<file path="src/rtl/nco_voice_scheduler.sv">
// nco_voice_scheduler: note-event voice allocator that sequences the shared NCO datapath through every slot per sample tick.
module nco_voice_scheduler #(
   parameter int VOICES = 4,
   parameter int VIDX_W = 2
) (
   input  logic              CLK,
   input  logic              RST,
   input  logic              SAMPLE_TICK,
   input  logic              EV_VALID,
   output logic              EV_READY,
   input  logic              EV_NOTE_ON,
   input  logic [6:0]        EV_NOTE,
   input  logic [6:0]        EV_VEL,
   output logic              VOICE_STB,
   output logic [VIDX_W-1:0] VOICE_IDX,
   output logic [6:0]        VOICE_NOTE,
   output logic [6:0]        VOICE_VEL,
   output logic              VOICE_GATE,
   output logic              VOICE_RESTART,
   output logic              FRAME_DONE,
   output logic              OVERRUN,
   output logic [VIDX_W:0]   ACTIVE_CNT
);
   typedef enum logic [2:0] {IDLE, EVAL, WRITE, SCAN, DONE} state_t;
   state_t state_q, state_d;
   logic [VOICES-1:0] gate_q, rs_q;
   logic [6:0] note_q [VOICES];
   logic [6:0] vel_q [VOICES];
   logic [VIDX_W-1:0] steal_q, scan_q, match_q, free_q, m_idx, f_idx, wr_idx, sidx;
   logic hit_q, has_free_q, m_hit, f_hit, pend_q, ev_on_q, go, last, load, accept;
   logic [6:0] ev_note_q, ev_vel_q;
   logic [VIDX_W:0] pop;
   assign go = pend_q | SAMPLE_TICK;
   assign last = scan_q == VIDX_W'(VOICES - 1);
   always_ff @(posedge CLK) begin
      if (RST) state_q <= IDLE;
      else state_q <= state_d;
   end
   always_comb begin
      state_d = state_q;
      case (state_q)
         IDLE:    state_d = go ? SCAN : (EV_VALID ? EVAL : IDLE);
         EVAL:    state_d = WRITE;
         WRITE:   state_d = IDLE;
         SCAN:    state_d = last ? DONE : SCAN;
         default: state_d = IDLE;
      endcase
   end
   always_comb begin
      EV_READY = (state_q == IDLE) && !go;
      accept   = EV_READY && EV_VALID;
      load     = ((state_q == IDLE) && go) || ((state_q == SCAN) && !last);
      sidx     = (state_q == IDLE) ? '0 : scan_q + 1'b1;
      wr_idx   = hit_q ? match_q : (has_free_q ? free_q : steal_q);
   end
   // Descending search so the lowest qualifying slot wins.
   always_comb begin
      m_hit = 1'b0;
      m_idx = '0;
      f_hit = 1'b0;
      f_idx = '0;
      pop   = '0;
      for (int i = VOICES - 1; i >= 0; i--) begin
         if (gate_q[i] && note_q[i] == ev_note_q) begin
            m_hit = 1'b1;
            m_idx = VIDX_W'(i);
         end
         if (!gate_q[i]) begin
            f_hit = 1'b1;
            f_idx = VIDX_W'(i);
         end
         pop = pop + (VIDX_W + 1)'(gate_q[i]);
      end
   end
   always_ff @(posedge CLK) begin
      if (RST) begin
         gate_q <= '0;
         rs_q <= '0;
         for (int i = 0; i < VOICES; i++) begin
            note_q[i] <= '0;
            vel_q[i] <= '0;
         end
         steal_q <= '0;
         scan_q <= '0;
         match_q <= '0;
         free_q <= '0;
         hit_q <= 1'b0;
         has_free_q <= 1'b0;
         pend_q <= 1'b0;
         ev_on_q <= 1'b0;
         ev_note_q <= '0;
         ev_vel_q <= '0;
         VOICE_STB <= 1'b0;
         VOICE_IDX <= '0;
         VOICE_NOTE <= '0;
         VOICE_VEL <= '0;
         VOICE_GATE <= 1'b0;
         VOICE_RESTART <= 1'b0;
         FRAME_DONE <= 1'b0;
         OVERRUN <= 1'b0;
         ACTIVE_CNT <= '0;
      end else begin
         if (accept) begin
            ev_on_q <= EV_NOTE_ON && (EV_VEL != 7'd0);
            ev_note_q <= EV_NOTE;
            ev_vel_q <= EV_VEL;
         end
         if (state_q == EVAL) begin
            hit_q <= m_hit;
            match_q <= m_idx;
            has_free_q <= f_hit;
            free_q <= f_idx;
         end
         if (state_q == WRITE) begin
            if (ev_on_q) begin
               gate_q[wr_idx] <= 1'b1;
               note_q[wr_idx] <= ev_note_q;
               vel_q[wr_idx] <= ev_vel_q;
               rs_q[wr_idx] <= 1'b1;
               if (!hit_q && !has_free_q) steal_q <= (steal_q == VIDX_W'(VOICES - 1)) ? '0 : steal_q + 1'b1;
            end else if (hit_q) gate_q[match_q] <= 1'b0;
         end
         if (load) begin
            scan_q <= sidx;
            rs_q[sidx] <= 1'b0;
         end
         VOICE_STB <= load;
         VOICE_IDX <= load ? sidx : '0;
         VOICE_NOTE <= load ? note_q[sidx] : '0;
         VOICE_VEL <= load ? vel_q[sidx] : '0;
         VOICE_GATE <= load && gate_q[sidx];
         VOICE_RESTART <= load && rs_q[sidx];
         FRAME_DONE <= (state_q == SCAN) && last;
         pend_q <= ((state_q == IDLE) && go) ? 1'b0 : (pend_q | (SAMPLE_TICK && state_q != IDLE));
         OVERRUN <= OVERRUN | (SAMPLE_TICK && (state_q == SCAN || state_q == DONE));
         ACTIVE_CNT <= pop;
      end
   end
endmodule

</file>
<file path="config.mk">
export PLATFORM = sky130hd
export DESIGN_NAME = nco_voice_scheduler
export DESIGN_NICKNAME = d
export VERILOG_FILES = /design/src/rtl/nco_voice_scheduler.sv
export SDC_FILE = /design/constraint.sdc
export NUM_CORES = 1
export LEC_CHECK = 0
export CAP_MARGIN = 30
export CORE_ASPECT_RATIO = 1.1
export CORE_MARGIN = 5
export CORE_UTILIZATION = 55
export DETAILED_ROUTE_END_ITERATION = 7
export MAX_ROUTING_LAYER = met4
export PLACE_DENSITY = 0.78
export SLEW_MARGIN = 20
export SYNTH_ARGS = -nofsm -noshare
export SYNTH_HDL_FRONTEND = slang
export SYNTH_SLANG_ARGS = --single-unit
</file>
<file path="constraint.sdc">
create_clock -name CLK -period 2.8 [get_ports CLK]
set_clock_uncertainty 0.2 [all_clocks]
set_input_delay 0.42 -clock CLK [delete_from_list [all_inputs] [get_ports CLK]]
set_output_delay 0.42 -clock CLK [all_outputs]
set_load 0.03 [all_outputs]
</file>
==> results of run 1 <==
-- critical path, cell delays in order, from the launching register on --
cell,delay (ns)
dfxtp_1,0.38
or3_1,0.43
nor3_2,0.16
dlygate4sd2_1,0.43
-- timing repair --
action                                  CTS  global route
endpoints found under the setup margin    1             0
gates resized for setup                   1             0
hold endpoints to repair                  0             0
hold buffers                              0             0
-- per-stage QoR --
step / cell area [um^2] / cells
floorplan: 5410 / 543
global placement: 5930 / 683
detailed placement: 5930 / 683
CTS: 6540 / 715
global route: 6540 / 715
finish: 6540 / 715
-- per-layer routing --
metal	up-vias	part of all wire (%)	global-route usage, %
li1	1921	-	-
met1	1943	41	27.7
met2	132	50	40.1
met3	23	6.0	5.15
met4	0	2.5	10.1
met5	-	0	-
-- layout make-up --
class | count | area share (%)
Clock buffer | 20 | 6.82
Timing Repair Buffer | 57 | 8.37
Clock inverter | 12 | 2.41
Multi-Input combinational cell | 348 | 33.3
Sequential cell | 117 | 44.4
Inverter | 41 | 2.35
Tap cell | 120 | 2.30
-- placed cells by master (no fill, tap or decap), types with 4 or more instances in the layout --
cell type / count
or3_1: 4
a2111oi_4: 6
nor2b_1: 6
edfxtp_1: 56
a21oi_1: 41
clkinv_1: 4
nor4_1: 5
ha_1: 4
a2111oi_2: 9
xnor2_1: 21
nor3_1: 26
inv_1: 40
clkdlybuf4s50_1: 42
nand2b_1: 6
nand4_1: 8
clkbuf_16: 16
nand2_1: 58
mux2i_1: 21
dfxtp_1: 60
a211oi_1: 4
nor2_1: 89
buf_4: 13
bufinv_16: 4
xor2_1: 7
-- logic make-up after synthesis --
kind of cell / Yosys count / synth area share [%]
xor gates and xnor gates: 28 / 4.53
muxes: 23 / 4.30
DFF: 117 / 53.6
buffers and inverters: 78 / 6.27
AOI/OAI and AO/OA: 71 / 11.5
and+or+nand+nor: 220 / 18.3
adders and majority gates: 6 / 1.48
-- how the worst min path moves through the flow --
stage,end,slack (ns),from
2_1_floorplan,rs_q[2],0.22,rs_q[2]
3_3_place_gp,free_q[1],0.24,free_q[1]
3_5_place_dp,rs_q[2],0.24,rs_q[2]
4_1_cts,ev_note_q[2],0.23,EV_NOTE[2]
5_1_grt,ev_note_q[6],0.24,EV_NOTE[6]
6_report,ev_note_q[6],0.24,EV_NOTE[6]
-- state kept, by name, indices dropped and copies added, names as in the netlist, 3 cells and up --
register and flops:
vel_q 28, VOICE_VEL 7, rs_q 4, VOICE_NOTE 7
state_q 3, note_q 28, gate_q 4, ev_note_q 7
ACTIVE_CNT 3, ev_vel_q 7
-- power groups by stage --
stage / clock (mW) / sequential [mW] / combinational, mW
after floorplan: 0 / 2.04 / 0.545
after global placement: 0 / 1.99 / 0.822
after detailed placement: 0 / 2.00 / 0.842
after CTS: 2.23 / 1.96 / 0.846
after global routing: 2.33 / 1.97 / 0.905
final: 2.21 / 1.96 / 0.845
==> results.toml, run 1 <==
[run_status]
status = "finished, final reports clean"

[sta]
setup_slack_ns = 0.249
min_period_over_period_pct = 91.1
setup_tns_ns = 0
max_slew.worst_pin.slew_ns = 0.714
rsz0062_at_grt = "false"
finalSetupViolCount = 0
timing.slew.headroom_pct = 52.3
drv_slew = 0
hold_viol = 0
fmaxAchievable_mhz = 392
hold_ws_ns = 0.239
finalCriticalPeriod_ns = 2.55

[die]
num_io_pins = 44
core_mm2 = 0.00975
die_h_um = 114
die_area_mm2 = 0.0119
rows = 38
start_util_pct = 55.5
fp.dieW_um = 105

[power]
p_int_mw = 3.68
ir_worst_vdd_v = 0.000454
comb_power_share_pct = 16.8
clockPowerShare_pct = 44.0
power_mw = 5.02
switchingPower_mw = 1.34
switching_share_pct = 26.6
leakage_nw = 2.43
seq_power_share_pct = 39.1
power.density_mw_per_mm2 = 768

[yosys]
synth.most_common_cell = "nor2_1"
synthTopCellsByArea = "edfxtp_1 (31%), dfxtp_1 (23%), nor2_1 (6.2%)"
ys_warn_count = 0
synth_cell_type_count = 46
ys_async_sr_fraction_pct = 0
synth_edf_count = 56
ys_ff_latch = 117
syn-num-nets = 567
synth_area_mm2 = 0.00541
synth.avg_cell_area_um2 = 9.97
syn_inst = 543
yosys.area.top_type = "edfxtp_1"
synth_seq_area_share_pct = 53.6
synth_top_area_share_pct = 31.1
synthTopCellsByCount = "nor2_1 (90), dfxtp_1 (61), nand2_1 (58)"
synth_ff_type = "dfxtp_1"

[hold_path]
hp-class = "in2reg"
hold_depth = 3

[grt]
grt_use_total_pct = 23.8
globalRouteOverflowTotal = 0
grt_pass1_wl_um = 20900
grt_antenna_before_repair = 0
grt_start_max_net_pins = 54
grt_pass1_vias = 4028

[job]
max_cap_violations = 0

[route]
drc_errors = 0
drtPass1Iterations = 4
routed-via-count = 4019
antenna_left = 0
viasPerCell = 5.62
wl_per_cell_um = 18.3
drt_iter0_markers = 282
drt_wl_total_um = 13100

[cts]
clk_latency_ns = 0.53
htree_levels = 4
numClockSinks = 117
cts_buffer_depth = 2
clk_pin_slew_ns = 0.06
post-cts-setup-buffers = 0
clockRootBuffer = "clkbuf_8"
cts_tree = "yes"
cts_made_buffers = 17

[critical_path]
startpoint_type = "register"
reg2reg_to = "note_q[0][0]"
timing.rr.start = "state_q[1]"
crit_arrival_ns = 1.93
cp-end-kind = "output port"
reg2regPathDepth = 5
rrSetupSlack_ns = 0.43
cp_max_fo = 10
worstSetupPathType = "reg2out"
required_ns = 2.18
critPathLaunch = "state_q[1]"
cp-endpoint = "EV_READY"

[final_layout]
multiInputGateArea_mm2 = 0.00218
antenna_cells = 0
nFillCells = 742
drive_gt1_share_pct = 11.4
area_delta_synth_final_pct = 20.8
post-route-util_pct = 67.0
seqCellArea_mm2 = 0.00290
nets = 606

[placed_design]
place_congestion = 0.910
dp_hpwl_um = 8520
port_buffers = 43
pre_cts_ws_ns = 0.281
Note: power is estimated with default switching activity, not from simulation.
==> run 2, diff against run 1 <==
--- a/config.mk
+++ b/config.mk
@@ -8,10 +8,10 @@
 export CAP_MARGIN = 30
 export CORE_ASPECT_RATIO = 1.1
 export CORE_MARGIN = 5
-export CORE_UTILIZATION = 55
+export CORE_UTILIZATION = 35
 export DETAILED_ROUTE_END_ITERATION = 7
 export MAX_ROUTING_LAYER = met4
-export PLACE_DENSITY = 0.78
+export PLACE_DENSITY = 0.55
 export SLEW_MARGIN = 20
 export SYNTH_ARGS = -nofsm -noshare
 export SYNTH_HDL_FRONTEND = slang
==> results.toml, run 2 (synthesis results as in run 1) <==
[run_status]
status = "finished, final reports clean"

[cts]
clk_latency_ns = 0.42
cts_made_buffers = 17
cts-resized-gates = 0
cts_buffer_depth = 2
clk_pin_slew_ns = 0.05
numClockSinks = 117
cts_tree = "yes"
htree_levels = 4
post-cts-setup-buffers = 0
hold_buffers = 0
clockRootBuffer = "clkbuf_16"

[critical_path]
crit_family = "buffers and inverters"
startpoint_type = "register"
cp_num_buf_inv = 1
crit_chain = "or3_1 > nor3_2 > clkdlybuf4s50_1"
slowest_delay_ns = 0.70
cp-end-kind = "output port"
cp_max_fo = 10
crit_path_top_delay_cell = "clkdlybuf4s50_1"
worstSetupPathType = "reg2out"
required_ns = 2.18
crit_arrival_ns = 2.07

[power]
clockPowerShare_pct = 43.5
leakage_nw = 2.46
ir_worst_vdd_v = 0.000446
power.density_mw_per_mm2 = 746
p_int_mw = 3.63
switching_share_pct = 27.1
switchingPower_mw = 1.35
seq_power_share_pct = 39.5
comb_power_share_pct = 17.0

[route]
drtPass1Iterations = 5
drt_iter0_markers = 298
wl_per_cell_um = 17.2
viasPerCell = 4.94
routed-via-count = 3935
drt_wl_total_um = 13700
drc_errors = 0
antenna_left = 0

[final_layout]
seqCellArea_mm2 = 0.00290
final_cell_mix = "nor2_1 (90), dfxtp_1 (60), nand2_1 (58), edfxtp_1 (56), clkdlybuf4s50_1 (43)"
antenna_cells = 0
multiInputGateArea_mm2 = 0.00217
area_delta_synth_final_pct = 23.4
nets = 612
drive_gt1_share_pct = 12.6
post-route-util_pct = 44.2
reg_top3 = "note_q: 28 flops, vel_q: 28 flops"
final_common_cell = "nor2_1"
nFillCells = 1407

[placed_design]
place_congestion = 0.927
port_buffers = 43
pre_cts_ws_ns = 0.414
dp_hpwl_um = 9120

[grt]
met1_usage_pct = 20.3
globalRouteOverflowTotal = 0
grt_antenna_before_repair = 0
grt_busiest_layer = "met2"
grt_use_total_pct = 16.5
use_met3_pct = 4.76
grt_start_max_net_pins = 54
grt_pass1_vias = 3977
grt_pass1_wl_um = 21800
use_met2_pct = 26.0

[die]
die_h_um = 140
fp.dieW_um = 129
die_area_mm2 = 0.0181
core_mm2 = 0.0151
num_io_pins = 44
start_util_pct = 35.8
rows = 47

[sta]
finalSetupViolCount = 0
timing.slew.headroom_pct = 53.7
fmaxAchievable_mhz = 372
min_period_over_period_pct = 96.0
finalCriticalPeriod_ns = 2.69
setup_tns_ns = 0
max_slew.worst_pin.slew_ns = 0.693
drv_slew = 0
hold_viol = 0
rsz0062_at_grt = "false"
setup_slack_ns = 0.112

[job]
max_cap_violations = 0

[hold_path]
hp-class = "reg2reg"
-- run 2: worst paths after layout --
check                  start      endpoint  slack (ns)  depth (start not counted)
hold / removal     free_q[0]     free_q[0]        0.26                          2
hold reg to reg    free_q[0]     free_q[0]        0.26                          2
setup / recovery  state_q[1]      EV_READY        0.11                          3
setup reg to reg  state_q[1]  VOICE_VEL[6]        0.53                          5
-- run 2: cell type report --
class,instances,share of cell area (%)
Clock buffer,23,7.45
Clock inverter,9,1.48
Inverter,41,2.30
Multi-Input combinational cell,348,32.6
Sequential cell,117,43.5
Tap cell,196,3.67
Timing Repair Buffer,63,9.07
-- run 2: per-stage QoR --
step,area (um^2),power (mW),std cells,hold slack [ns]
finish,6680,4.98,797,0.258
CTS,6680,5.04,797,0.256
detailed placement,6080,2.86,765,0.247
floorplan,5410,2.58,543,0.224
global placement,6080,2.84,765,0.240
global route,6680,5.20,797,0.274
-- run 2: worst register-to-register path, cell delays in order (launching register included) --
cell and delay, ns:
dfxtp_1 0.39, or3_1 0.42, buf_4 0.24, and2_1 0.31
buf_4 0.29, a2111oi_2 0.33
-- run 2: per-layer routing --
metal / wire length (um) / vias to the layer above
li1: - / 1939
met1: 5810 / 1877
met4: 268 / 0
met5: 0 / -
met3: 868 / 24
met2: 6790 / 95
-- run 2: power groups by stage --
stage | Combinational, mW | Sequential, mW | Clock, mW
after global routing | 0.918 | 1.98 | 2.30
after global placement | 0.840 | 2.00 | 0
after detailed placement | 0.854 | 2.00 | 0
after floorplan | 0.545 | 2.04 | 0
final | 0.845 | 1.97 | 2.17
after CTS | 0.856 | 1.97 | 2.21
==> run 3, diff against run 2 <==
--- a/config.mk
+++ b/config.mk
@@ -5,13 +5,13 @@
 export SDC_FILE = /design/constraint.sdc
 export NUM_CORES = 1
 export LEC_CHECK = 0
+export ABC_AREA = 1
 export CAP_MARGIN = 30
 export CORE_ASPECT_RATIO = 1.1
 export CORE_MARGIN = 5
 export CORE_UTILIZATION = 35
 export DETAILED_ROUTE_END_ITERATION = 7
 export MAX_ROUTING_LAYER = met4
-export PLACE_DENSITY = 0.55
 export SLEW_MARGIN = 20
 export SYNTH_ARGS = -nofsm -noshare
 export SYNTH_HDL_FRONTEND = slang
==> results.toml, run 3 <==
[cts]
hold_buffers = 0
numClockSinks = 117
cts_buffer_depth = 2
clockRootBuffer = "clkbuf_16"
clk_latency_ns = 0.41
htree_levels = 4
cts-resized-gates = 0
cts_made_buffers = 17
cts_tree = "yes"
clk_pin_slew_ns = 0.05
post-cts-setup-buffers = 0

[yosys]
synth_area_mm2 = 0.00533
synth_cell_type_count = 35
ys_async_sr_fraction_pct = 0
ys_warn_count = 0
synth_seq_area_share_pct = 54.4
synth_edf_count = 56
synth_ff_type = "dfxtp_1"
synth.most_common_cell = "nand2_1"
yosys.area.top_type = "edfxtp_1"
syn_inst = 647
synthTopCellsByArea = "edfxtp_1 (32%), dfxtp_1 (23%), nand2_1 (10%)"
synth_top_area_share_pct = 31.5
synth.avg_cell_area_um2 = 8.24
syn-num-nets = 671
ys_ff_latch = 117
synthTopCellsByCount = "nand2_1 (143), nor2_1 (113), inv_1 (82)"

[sta]
hold_viol = 0
finalSetupViolCount = 0
fmaxAchievable_mhz = 385
setup_tns_ns = 0
hold_ws_ns = 0.263
finalCriticalPeriod_ns = 2.60
rsz0062_at_grt = "false"
setup_slack_ns = 0.204
drv_slew = 0
timing.slew.headroom_pct = 60.1
min_period_over_period_pct = 92.7
max_slew.worst_pin.slew_ns = 0.598

[final_layout]
final_common_cell = "nand2_1"
nFillCells = 1470
drive_gt1_share_pct = 10.5
multiInputGateArea_mm2 = 0.00200
nets = 733
antenna_cells = 0
final_cell_mix = "nand2_1 (143), nor2_1 (113), inv_1 (82), dfxtp_1 (61), edfxtp_1 (56)"
instances_no_fill = 918
seqCellArea_mm2 = 0.00290
post-route-util_pct = 44.6
final_cell_area_mm2 = 0.00669
reg_top3 = "note_q: 28 flops, vel_q: 28 flops"
area_delta_synth_final_pct = 25.4

[job]
max_cap_violations = 0

[critical_path]
cp_max_fo = 10
startpoint_type = "register"
cp-end-kind = "output port"
worstSetupPathType = "reg2out"
required_ns = 2.18
crit_arrival_ns = 1.98

[route]
antenna_left = 0
routed-via-count = 4487
viasPerCell = 4.89
drc_errors = 0
wl_per_cell_um = 15.5
drtPass1Iterations = 5
drt_wl_total_um = 14200
drt_iter0_markers = 331

[power]
power.density_mw_per_mm2 = 754
comb_power_share_pct = 15.3
seq_power_share_pct = 38.4
switchingPower_mw = 1.36
leakage_nw = 2.72
p_int_mw = 3.69
power_mw = 5.04
clockPowerShare_pct = 46.3
switching_share_pct = 26.9
ir_worst_vdd_v = 0.000426

[die]
num_io_pins = 44
die_h_um = 139
rows = 47
core_mm2 = 0.0150
fp.dieW_um = 128
die_area_mm2 = 0.0178
start_util_pct = 35.6

[grt]
grt_use_total_pct = 16.8
grt_start_max_net_pins = 23
grt_antenna_before_repair = 0
grt_pass1_wl_um = 22800
grt_pass1_vias = 4544
globalRouteOverflowTotal = 0

[placed_design]
dpl_cell_area_mm2 = 0.00605
place_congestion = 0.988
pre_cts_ws_ns = 0.235
port_buffers = 43
dp_hpwl_um = 9890
placed_cells = 886

[run_status]
status = "finished, final reports clean"

[hold_path]
hp-class = "reg2reg"
-- run 3: cell types whose count changed after synthesis, sizes merged, moves of 21 or more --
cell	change
inv	+49
xnor2	-21
nor2	+36
mux2i	-21
clkbuf	-21
nand2	+88
nand3	+37
o21ai	+36
nor3	-23
-- run 3: cells by family after synthesis --
family	Yosys count	share of synthesized area, %
DFF	117	54.4
buffers and inverters	108	8.09
and+or+nand+nor	327	26.8
adders and majority gates	5	1.31
AOI/OAI and AO/OA	90	9.34
-- run 3: routing by layer --
metal	global-route usage (%)	share of wire (%)	up-vias	routed length [um]
met5	-	0	-	0
met4	6.76	2.6	0	376
met3	3.76	4.1	28	583
met2	27.8	49	113	7020
met1	19.7	44	2133	6250
li1	-	-	2213	-
-- run 3: worst paths after layout --
| path | startpoint | endpoint | slack (ns) | cells after the start |
|---|---|---|---|---|
| worst max-delay path | state_q[1] | EV_READY | 0.20 | 6 |
| worst min-delay path | rs_q[3] | rs_q[3] | 0.26 | 2 |
| worst max register to register | scan_q[0] | VOICE_NOTE[3] | 0.56 | 8 |
| worst min register to register | rs_q[3] | rs_q[3] | 0.26 | 2 |
-- run 3: area by class of cell --
class / count / area share, %
clock buffer: 18 / 6.41
sequential: 117 / 43.4
clock inverter: 14 / 3.12
inverter: 91 / 5.18
multi-input combinational: 422 / 29.9
timing repair buffer: 60 / 8.34
tap: 196 / 3.67
-- run 3: power groups by stage --
stage / Clock [mW] / Sequential, mW / Combinational (mW)
3_5_place_dp: 0 / 1.97 / 0.762
2_1_floorplan: 0 / 2.01 / 0.437
6_report: 2.34 / 1.94 / 0.771
4_1_cts: 2.37 / 1.94 / 0.768
3_3_place_gp: 0 / 1.97 / 0.758
5_1_grt: 2.45 / 1.95 / 0.839
-- run 3: worst max-delay path, stage by stage, from the launching register on --
cell,delay [ns]
dfxtp_1,0.35
inv_2,0.06
nand2_2,0.08
nor2_8,0.16
inv_2,0.13
nor2_1,0.11
clkdlybuf4s50_1,0.67
